$ cat config.mk
export PLATFORM = sky130hd
export DESIGN_NAME = ram_arbiter
export DESIGN_NICKNAME = d
export VERILOG_FILES = /design/src/rtl/ram_arbiter.sv
export SDC_FILE = /design/constraint.sdc
export NUM_CORES = 1
export LEC_CHECK = 0
export CELL_PAD_IN_SITES_DETAIL_PLACEMENT = 1
export CELL_PAD_IN_SITES_GLOBAL_PLACEMENT = 1
export CORE_UTILIZATION = 22
export DETAILED_ROUTE_END_ITERATION = 16
export GPL_TIMING_DRIVEN = 0
export PLACE_DENSITY_LB_ADDON = 0.15
export SYNTH_ARGS = -nofsm -noshare
export SYNTH_HDL_FRONTEND = slang
export SYNTH_SLANG_ARGS = --single-unit
$ cat constraint.sdc
create_clock -name clk -period 3.3 [get_ports clk]
set_input_delay 0.825 -clock clk [delete_from_list [all_inputs] [get_ports clk]]
set_output_delay 0.825 -clock clk [all_outputs]
set_load 0.02 [all_outputs]
$ cat src/rtl/ram_arbiter.sv
// Two-requester arbiter/sequencer in front of the SPRAM-based RAM block.
// One request in flight at a time; illegal requests are answered with an error and never reach the RAM.
module ram_arbiter #(
    parameter int          ARB_MODE = 0,
    parameter logic [31:0] MAX_ADDR = 32'd32767
) (
    input  logic        clk,
    input  logic        reset,
    input  logic        reqValid0,
    output logic        reqReady0,
    input  logic [31:0] reqAddr0,
    input  logic [31:0] reqWData0,
    input  logic        reqWrite0,
    input  logic [3:0]  reqMask0,
    output logic        respValid0,
    output logic [31:0] respData0,
    output logic        respErr0,
    input  logic        reqValid1,
    output logic        reqReady1,
    input  logic [31:0] reqAddr1,
    input  logic [31:0] reqWData1,
    input  logic        reqWrite1,
    input  logic [3:0]  reqMask1,
    output logic        respValid1,
    output logic [31:0] respData1,
    output logic        respErr1,
    output logic [31:0] memAddress,
    output logic [31:0] memWriteData,
    output logic        memWrite,
    output logic [3:0]  byteMask,
    input  logic [31:0] memReadData
);

    typedef enum logic [1:0] {
        IDLE   = 2'd0,
        ACCESS = 2'd1,
        RESP   = 2'd2
    } state_t;

    state_t      state_q, state_d;
    logic        last_grant_q, last_grant_d;
    logic        owner_q, owner_d;
    logic [31:0] addr_q, addr_d;
    logic [31:0] wdata_q, wdata_d;
    logic        write_q, write_d;
    logic [3:0]  mask_q, mask_d;
    logic        err_q, err_d;

    logic        grant_en;
    logic        gnt0;
    logic        gnt1;
    logic        legal_read;

    // Only byte, half-word and word writes exist in the RAM; reads ignore the mask.
    function automatic logic req_err(input logic [31:0] addr, input logic write, input logic [3:0] mask);
        logic mask_bad;
        case (mask)
            4'b0001, 4'b0011, 4'b1111: mask_bad = 1'b0;
            default:                   mask_bad = 1'b1;
        endcase
        return (addr > MAX_ADDR) | (write & mask_bad);
    endfunction

    // Grant decision: only while no access is on the RAM pins, never while reset is held.
    always_comb begin
        grant_en = ~reset & ((state_q == IDLE) | (state_q == RESP));
        gnt0     = 1'b0;
        gnt1     = 1'b0;
        if (grant_en) begin
            if (ARB_MODE == 1) begin
                if (reqValid0) begin
                    gnt0 = 1'b1;
                end else if (reqValid1) begin
                    gnt1 = 1'b1;
                end
            end else begin
                if (reqValid0 && reqValid1) begin
                    gnt0 = last_grant_q;
                    gnt1 = ~last_grant_q;
                end else if (reqValid0) begin
                    gnt0 = 1'b1;
                end else if (reqValid1) begin
                    gnt1 = 1'b1;
                end
            end
        end
    end

    always_ff @(posedge clk or posedge reset) begin
        if (reset) begin
            state_q      <= IDLE;
            last_grant_q <= 1'b1;
            owner_q      <= 1'b0;
            addr_q       <= '0;
            wdata_q      <= '0;
            write_q      <= 1'b0;
            mask_q       <= 4'b1111;
            err_q        <= 1'b0;
        end else begin
            state_q      <= state_d;
            last_grant_q <= last_grant_d;
            owner_q      <= owner_d;
            addr_q       <= addr_d;
            wdata_q      <= wdata_d;
            write_q      <= write_d;
            mask_q       <= mask_d;
            err_q        <= err_d;
        end
    end

    always_comb begin
        state_d      = state_q;
        last_grant_d = last_grant_q;
        owner_d      = owner_q;
        addr_d       = addr_q;
        wdata_d      = wdata_q;
        write_d      = write_q;
        mask_d       = mask_q;
        err_d        = err_q;

        case (state_q)
            IDLE:    state_d = (gnt0 | gnt1) ? ACCESS : IDLE;
            ACCESS:  state_d = RESP;
            RESP:    state_d = (gnt0 | gnt1) ? ACCESS : IDLE;
            default: state_d = IDLE;
        endcase

        if (gnt0) begin
            last_grant_d = 1'b0;
            owner_d      = 1'b0;
            addr_d       = reqAddr0;
            wdata_d      = reqWData0;
            write_d      = reqWrite0;
            mask_d       = reqMask0;
            err_d        = req_err(reqAddr0, reqWrite0, reqMask0);
        end else if (gnt1) begin
            last_grant_d = 1'b1;
            owner_d      = 1'b1;
            addr_d       = reqAddr1;
            wdata_d      = reqWData1;
            write_d      = reqWrite1;
            mask_d       = reqMask1;
            err_d        = req_err(reqAddr1, reqWrite1, reqMask1);
        end
    end

    // RAM pins come straight from the latched request; a rejected request still reads harmlessly.
    always_comb begin
        reqReady0    = gnt0;
        reqReady1    = gnt1;
        memAddress   = addr_q;
        memWriteData = wdata_q;
        byteMask     = mask_q;
        memWrite     = (state_q == ACCESS) & write_q & ~err_q;
        legal_read   = ~write_q & ~err_q;
        respValid0   = (state_q == RESP) & ~owner_q;
        respValid1   = (state_q == RESP) & owner_q;
        respErr0     = respValid0 & err_q;
        respErr1     = respValid1 & err_q;
        respData0    = (respValid0 & legal_read) ? memReadData : 32'h0;
        respData1    = (respValid1 & legal_read) ? memReadData : 32'h0;
    end

endmodule

==> flow_metrics.py, run 1 <==
metrics = {
    "clock_network": {
        "clk_pin_slew_ns": 0.06,
        "cts_buffer_depth": 2,
        "cts_root_buf": "clkbuf_16",
        "cts_sinks": 74,
        "htreeDepth": 3,
        "tritoncts": "done",
        "postCtsSetupBuffers": 0,
        "hold_buffers": 0,
        "clk_latency_ns": 0.34,
        "cts_made_buffers": 9,
    },
    "floorplanning": {
        "dieHeight_um": 135,
        "coreArea_mm2": 0.0174,
        "start_util": 0.225,
        "die-area_mm2": 0.0183,
        "fp-row-count": 48,
        "pin_count": 313,
        "die_width_um": 135,
    },
    "placed_design": {
        "hpwl_um": 14900,
        "dpl_cell_area_mm2": 0.00735,
        "port_buffers": 312,
        "gp_congestion": 0.816,
    },
    "flow_run": {
        "drv_cap": 0,
    },
    "grt": {
        "grt_util_all_layers": 0.199,
        "grt_pass1_wl_um": 27500,
        "grt_pass1_vias": 4938,
        "globalRouteOverflowTotal": 0,
        "antenna_found_initial": 3,
        "grt_start_max_net_pins": 59,
    },
    "yosys": {
        "synth-seq-cells": 74,
        "syn_avg_cell_area_um2": 8.87,
        "synth_area_mm2": 0.00391,
        "synth_warnings": 0,
        "synth_cells": 441,
        "syn-num-nets": 615,
        "ys_seq_area_frac": 0.475,
        "synth_cell_types": 30,
    },
    "routing": {
        "drc": 0,
        "dr.pass1.iters": 8,
        "drt_iter0_drc": 241,
        "vias": 4621,
        "viasPerCell": 4.63,
        "wl_per_cell_um": 18.3,
        "wirelength_um": 18300,
        "antenna_left": 0,
    },
    "power_and_ir_drop": {
        "power_w": 0.00330,
        "p_leak_nw": 3.19,
        "power_density_mw_per_mm2": 433,
        "max-vdd-ir-drop_mv": 0.224,
    },
    "timing": {
        "drv_slew": 0,
        "setup_violations": 0,
        "rsz0062_at_grt": "no",
        "fin_crit_sh": 0.964,
        "finalHoldViolCount": 0,
        "slew_headroom": 0.692,
        "skew_ns": 0.00778,
        "fin_crit_ns": 3.18,
        "fmax_mhz": 314,
        "worstMarginPinSlew_ns": 0.462,
    },
    "worst_setup_path": {
        "worst_path_largest_cell_delay_ns": 0.50,
        "worstSetupPathType": "in -> out",
        "cp-end-kind": "output pin",
        "critPathTopFamily": "buffers and inverters",
        "crit_top_cell": "buf_6",
        "cp_slowest_cell": "clkdlybuf4s50_1",
        "start_kind": "input pin",
        "crit_fanout": 10,
        "critPathBufInv": 4,
        "cp_cell_sequence": "clkdlybuf4s50_1, nor2_4, and3_4, buf_6, buf_6, dlygate4sd2_1",
        "required_ns": 2.47,
        "cp.arrival_ns": 2.36,
    },
    "final_layout": {
        "drive_above_1_share": 0.0805,
        "final_common_cell": "clkdlybuf4s50_1",
        "design_area_mm2": 0.00761,
        "layout_common_cells": "310 x clkdlybuf4s50_1, 93 x nand2_1, 69 x dfrtp_1",
        "post-route-util": 0.439,
        "fillerInstances": 1964,
        "nets": 939,
        "area_growth_syn_to_layout_pct": 94.7,
    },
    "min_path": {
        "holdCritPathClass": "reg -> reg",
    },
    "status": {
        "status": "finished, final reports clean",
    },
}
==> area by class of cell <==
class,count,area (um^2),share of cell area
antenna,3,7.51,0.000986
buffer,33,243,0.0319
clock buffer,13,240,0.0316
clock inverter,3,17.5,0.00230
inverter,26,103,0.0135
multi-input combinational,308,1720,0.225
sequential,74,1860,0.244
tap,225,282,0.0370
timing repair buffer,313,3150,0.413
==> through the flow <==
stage | TNS (ns) | hold WS, ns | instances | setup WS [ns]
floorplan | 0 | 0.415 | 441 | 0.602
global placement | -66.35 | 0.437 | 978 | -0.951
detailed placement | -0.501 | 0.456 | 979 | -0.333
finish | 0 | 0.461 | 998 | 0.119
CTS | 0 | 0.464 | 995 | 0.0937
global route | 0 | 0.498 | 997 | 0.0196
==> metal layers <==
| metal | GRT usage | up-vias | routed length, um |
|---|---|---|---|
| met2 | 0.360 | 219 | 9340 |
| li1 | - | 2157 | - |
| met3 | 0.0778 | 30 | 1860 |
| met5 | 0 | - | 0 |
| met4 | 0.0868 | 0 | 560 |
| met1 | 0.200 | 2215 | 6540 |
==> sequential cells by signal (all words and copies together), names as in the netlist <==
name / cells
memWriteData: 32
state_q: 2
err_q: 1
write_q: 1
last_grant_q: 1
byteMask: 4
memAddress: 32
owner_q: 1
==> synthesized netlist by cell type <==
cell      number  area (um^2)
nand3_2        1         10.0
nand4_1        3         18.8
buf_2         18         90.1
nor3b_2        1         12.5
o21ai_2        1         8.76
nand2b_1       1         6.26
and3b_1        1         8.76
inv_1         24         90.1
and2_1        66          413
and3_4         1         11.3
and3_1         2         12.5
buf_4          5         37.5
dfstp_2        5          131
nand2_1       93          349
a32oi_1        1         8.76
o41ai_1        2         17.5
and3b_2        1         10.0
o21ai_0        2         10.0
nor3b_4        2         37.5
nand3_1        1         5.00
nor2b_1        1         6.26
a21o_1         2         15.0
a31oi_1       46          288
nor2_4         1         11.3
nor4_1         6         37.5
nor2_1        50          188
a222oi_1      23          230
dfrtp_1       69         1730
buf_6         10          113
inv_2          2         7.51
==> power by group <==
part	switching, W	internal, W	leakage (nW)
combinational	0.000577	0.000632	2.22
sequential	0.000104	0.00108	0.847
clock	0.000394	0.000508	0.124
==> path summary, 6_finish.rpt <==
check	cells after the start	slack, ns	end	start
worst min register to register	1	0.46	state_q[1]$_DFF_PP0_	state_q[1]$_DFF_PP0_
worst max register to register	5	1.71	memAddress[21]$_DFFE_PP0N_	state_q[0]$_DFF_PP0_
worst min-delay path	1	0.46	state_q[1]$_DFF_PP0_	state_q[1]$_DFF_PP0_
max in group asynchronous	3	1.82	byteMask[2]$_DFFE_PP1N_	reset
worst max-delay path	6	0.12	reqReady1	reset
min in group asynchronous	2	0.87	memAddress[16]$_DFFE_PP0N_	reset
==> repair_timing <==
item,in CTS,in global routing
setup endpoints to repair,2,0
hold endpoints to repair,0,0
gates resized for setup,4,0
==> kinds of logic after synthesis <==
family,synth area share
AO/OA/AOI/OAI,0.148
buffers and inverters,0.0864
flip-flops,0.475
AND/OR/NAND/NOR,0.291
==> worst reg2reg max path, stage by stage (launching register included) <==
cell and delay (ns):
dfrtp_1 0.43, nor2_4 0.17, o21ai_2 0.17, buf_2 0.24
a222oi_1 0.39, inv_1 0.09
No activity file was read; power rests on OpenSTA's default activity.
==> run 2, diff against run 1 <==
--- a/config.mk
+++ b/config.mk
@@ -8,6 +8,7 @@
 export CELL_PAD_IN_SITES_DETAIL_PLACEMENT = 1
 export CELL_PAD_IN_SITES_GLOBAL_PLACEMENT = 1
 export CORE_UTILIZATION = 22
+export CTS_CLUSTER_DIAMETER = 100
 export DETAILED_ROUTE_END_ITERATION = 16
 export GPL_TIMING_DRIVEN = 0
 export PLACE_DENSITY_LB_ADDON = 0.15
==> results of run 2 <==
The final DEF is identical to that of run 1; final timing and power are the same.
==> RTL edit 1 (config.mk and constraints of run 1) <==
Change the parameter `ARB_MODE` from 0 to 1.
--- a/src/rtl/ram_arbiter.sv
+++ b/src/rtl/ram_arbiter.sv
@@ -1,7 +1,7 @@
 // Two-requester arbiter/sequencer in front of the SPRAM-based RAM block.
 // One request in flight at a time; illegal requests are answered with an error and never reach the RAM.
 module ram_arbiter #(
-    parameter int          ARB_MODE = 0,
+    parameter int          ARB_MODE = 1,
     parameter logic [31:0] MAX_ADDR = 32'd32767
 ) (
     input  logic        clk,
Behaviour: not the same (a bounded check fails within 4 cycles, from zero or initial values and one cycle with reset high).
==> RTL edit 1 against run 1 <==
Synthesized area decreased by 1.3%. Final area increased by 0.38%. Worst setup slack got worse by 0.034 ns. Clock power increased by 2.3%. Total power decreased by 3.7%. Global-route usage decreased by 1.2 points. Core utilization increased by 0.47 points. Wire length decreased by 6.6%. Sequential cell count decreased by 1. Critical endpoint is now respData1[28]. Largest cell class unchanged. Highest routed layer unchanged.
==> RTL edit 1: results (changes against run 1) <==
| Metric | Value |
|---|---|
| Iter 0 DRT Violations | `170 (was 241)` |
| Post-CTS Setup Bufs | `1 (was 0)` |
| Most frequent cells after synthesis | `dfrtp_1 (69), and2_1 (67), o21ai_0 (49) (was nand2_1 (93), dfrtp_1 (69), and2_1 (66))` |
| Placed insts | `925 (was 979)` |
| Routability cong. | `0.786 (was 0.816)` |
| Place WS | `-0.491 ns (was -0.333 ns)` |
| Compound-gate portion of the synthesized area | `0.131 (was 0.148)` |
| DP HPWL | `14000 um (was 14900 um)` |
| DR top layer | `met4 (unchanged)` |
| Die width | `134 um (was 135 um)` |
| LEAKAGE | `0.00328 uW (was 0.00319 uW)` |
| First-pass GRT wire length | `25700 um (was 27500 um)` |
| Critical path launch point | `state_q[0] (was reset)` |
| Crit path to | `respData1[28] (was reqReady1)` |
| Max-slew headroom | `0.620 (was 0.692)` |
| Vias per Instance | `4.53 (was 4.63)` |
| Largest net degree at the start of global routing | `44 (was 59)` |
| CP max stage delay | `0.60 ns (was 0.50 ns)` |
| GR Util met2 | `0.364 (was 0.360)` |
| Flop2flop setup slack | `1.51 ns (was 1.71 ns)` |
| Tot GR Track Use | `0.187 (was 0.199)` |
| Status | `finished clean (unchanged)` |
| Register area share after synthesis | `0.474 (was 0.475)` |
| Initial antenna violation count | `2 (was 3)` |
| Critical Path AT | `2.39 ns (was 2.36 ns)` |
| Final cycle utilization of the critical path | `0.974 (was 0.964)` |
| Vias in the first global route | `4651 (was 4938)` |
| IR drop worst, VDD | `0.000232 V (was 0.000224 V)` |
| M1 WL | `6140 um (was 6540 um)` |
| Mapped Avg Cell Area | `9.98 um2 (was 8.87 um2)` |
| Hold WS | `0.468 ns (was 0.461 ns)` |
| Net count after synthesis | `561 (was 615)` |
| Synth top area cells | `dfrtp_1 (45%), mux2i_1 (12%), and2_1 (11%) (was dfrtp_1 (44%), and2_1 (11%), nand2_1 (8.9%))` |
| Met3 Routed Length | `1190 um (was 1860 um)` |
| Post-CTS Resized | `13 (was 4)` |
| Synth cell types | `27 (was 30)` |
| Nets | `886 (was 939)` |
| Reg-to-Reg End | `write_q (was memAddress[21])` |
| Layout cells sized above 1 | `0.0628 (was 0.0805)` |
| WL final | `17100 um (was 18300 um)` |
| Clk_skew | `0.00808 ns (was 0.00778 ns)` |
| M3 GR Usage | `0.0465 (was 0.0778)` |
| GR met1 Demand/Resource | `0.189 (was 0.200)` |
| Wire length on met2 | `9390 um (was 9340 um)` |
| Placed Area | `7300 um2 (was 7350 um2)` |
| Multiplexer share of the synthesized area | `0.122 (was 0)` |
## RTL edit 1: cell count changes after synthesis, moves of 4 or more
| cell | delta |
|---|---|
| mux2i_1 | +47 |
| o21ai_0 | +47 |
| a31oi_1 | -46 |
| nand2_1 | -46 |
| nor2_1 | -45 |
| buf_2 | -17 |
| clkbuf_1 | +17 |
| buf_6 | -5 |
| buf_4 | -4 |
| buf_8 | +4 |
## RTL edit 1: final cells by class
cell class                      count  area [um2]
Sequential cell                    73        1830
Buffer                             28         206
Fill cell                        1923        9590
Clock buffer                       11         243
Tap cell                          225         282
Antenna cell                        2        5.00
Timing Repair Buffer              314        3180
Inverter                           24        92.6
Multi-Input combinational cell    262        1770
Clock inverter                      5        38.8
## RTL edit 1: power by group
group	internal (uW)	total [uW]	switching, uW
clock	532	923	390
combinational	585	1110	523
sequential	1050	1150	94.2
total	2170	3180	1010
==> RTL edit 2 (config.mk and constraints of run 1) <==
Made on the original files. Re-encode `state_t` (3 states) as one-hot, 3 bits wide.
--- a/src/rtl/ram_arbiter.sv
+++ b/src/rtl/ram_arbiter.sv
@@ -31,10 +31,10 @@
     input  logic [31:0] memReadData
 );
 
-    typedef enum logic [1:0] {
-        IDLE   = 2'd0,
-        ACCESS = 2'd1,
-        RESP   = 2'd2
+    typedef enum logic [2:0] {
+        IDLE   = 3'b001,
+        ACCESS = 3'b010,
+        RESP   = 3'b100
     } state_t;
 
     state_t      state_q, state_d;
Behaviour: same outputs for any inputs over 10 cycles, from zero or initial values and one cycle with reset high; not proved beyond that.
==> RTL edit 2 against run 1 <==
Count of clock-buffer cells in the layout shrank 4. Wire length grew 2.9%. First-iteration DRC count shrank 49%. Final area grew 1.5%. Sequential cell count grew 1. Worst setup slack lost 0.016 ns. Synthesized area is essentially flat. Synthesized cell count grew 13%. Critical endpoint is now respData1[8].
Power is not compared: it rests on default switching activity, and its combinational part moved more than twofold at a synthesized area within 25%.
==> RTL edit 2: results (changes against run 1) <==
| Metric | Value |
|---|---|
| Met3 Routed Length | `1480 um (was 1860 um)` |
| Final-layout non-clock buffer area share | `0.431 (was 0.445)` |
| Seq/total area | `0.244 (about the same)` |
| Nets | `996 (was 939)` |
| Wire length on met2 | `9060 um (was 9340 um)` |
| Net count after synthesis | `672 (was 615)` |
| M1 WL | `7940 um (was 6540 um)` |
| Largest net degree at the start of global routing | `42 (was 59)` |
| Iter 0 DRT Violations | `124 (was 241)` |
| Multi-input comb cells | `383 (was 308)` |
| Vias in the first global route | `5080 (was 4938)` |
| Register area share after synthesis | `0.482 (was 0.475)` |
| Max-slew headroom | `0.622 (was 0.692)` |
| Routability cong. | `0.845 (was 0.816)` |
| Synth cell types | `25 (was 30)` |
| Most frequent cells after synthesis | `nand2_1 (144), nor2_1 (76), dfrtp_1 (69) (was nand2_1 (93), dfrtp_1 (69), and2_1 (66))` |
| CTS root buffer | `clkbuf_16 (unchanged)` |
| Clock network area share | `0.0419 (was 0.0339)` |
| GR met1 Demand/Resource | `0.248 (was 0.200)` |
| Detailed Routing Iterations Pass 1 | `4 (was 8)` |
| Clk_skew | `0.00663 ns (was 0.00778 ns)` |
| First-pass GRT wire length | `28500 um (was 27500 um)` |
| Place WS | `-0.298 ns (was -0.333 ns)` |
| HP Class | `flip-flop to flip-flop (unchanged)` |
| GR Util met2 | `0.348 (was 0.360)` |
| Antenna Diode Count | `0 (was 3)` |
| Synth top area cells | `dfrtp_1 (44%), nand2_1 (14%), a31oi_1 (11%) (was dfrtp_1 (44%), and2_1 (11%), nand2_1 (8.9%))` |
| Routed len/inst | `17.9 um (was 18.3 um)` |
| Vias per Instance | `4.60 (was 4.63)` |
| Final-layout fill cell count | `2054 (was 1964)` |
| M3 GR Usage | `0.0576 (was 0.0778)` |
| DP HPWL | `15100 um (was 14900 um)` |
| Layout cells sized above 1 | `0.0605 (was 0.0805)` |
| Clock buffers | `9 (was 13)` |
| Status | `finished clean (unchanged)` |
| Tot GR Track Use | `0.205 (was 0.199)` |
[RTL edit 2: cell types whose count changed in the layout (fill, tap and decap cells not counted), moves of 3 or more]
cell,before,now
clkbuf_4,0,3
clkbuf_2,0,3
nand2_1,93,144
clkbuf_1,4,14
buf_4,6,1
inv_1,23,2
diode_2,3,0
buf_6,10,0
a222oi_1,23,0
nor2_1,50,76
dlymetal6s2s_1,0,6
a31oi_1,46,68
clkdlybuf4s50_1,310,303
[RTL edit 2: path summary, 6_finish.rpt]
path	startpoint	cells after the start	slack, ns	endpoint
max	state_q[1]	6	0.10	respData1[8]
min	last_grant_q	2	0.48	last_grant_q
max reg2reg	state_q[0]	6	1.23	byteMask[0]
min reg2reg	last_grant_q	2	0.48	last_grant_q
max in group asynchronous	reset	3	1.78	byteMask[0]
min in group asynchronous	reset	2	0.89	memWriteData[25]
[RTL edit 2: critical path, stage by stage (launching register included)]
cell,delay [ns]
dfrtp_1,0.40
nor2_1,0.13
and3_1,0.22
nor3b_4,0.27
clkbuf_4,0.25
and2_1,0.15
clkdlybuf4s50_1,0.61
[RTL edit 2: cell families after synthesis]
group                  Yosys count  synth area share
buffers and inverters           40            0.0435
AO/OA/AOI/OAI                   76             0.123
XOR/XNOR                         1           0.00224
AND/OR/NAND/NOR                306             0.349
flip-flops                      75             0.482
[RTL edit 2: metrics by stage]
step	total power (uW)	cell area, um2	util	cells
CTS	5710	7690	0.444	1051
floorplan	3060	3910	-	498
finish	5650	7730	0.447	1052
detailed placement	4560	7340	0.425	1036
global route	6010	7730	0.447	1052
global placement	4480	7310	0.423	1035
[RTL edit 2: what timing repair did]
item | in CTS | in global routing
setup buffers | 0 | 1
gates resized for setup | 13 | 13
hold buffers | 0 | 0
endpoints found under the setup margin | 62 | 60
gates cloned | 0 | 0
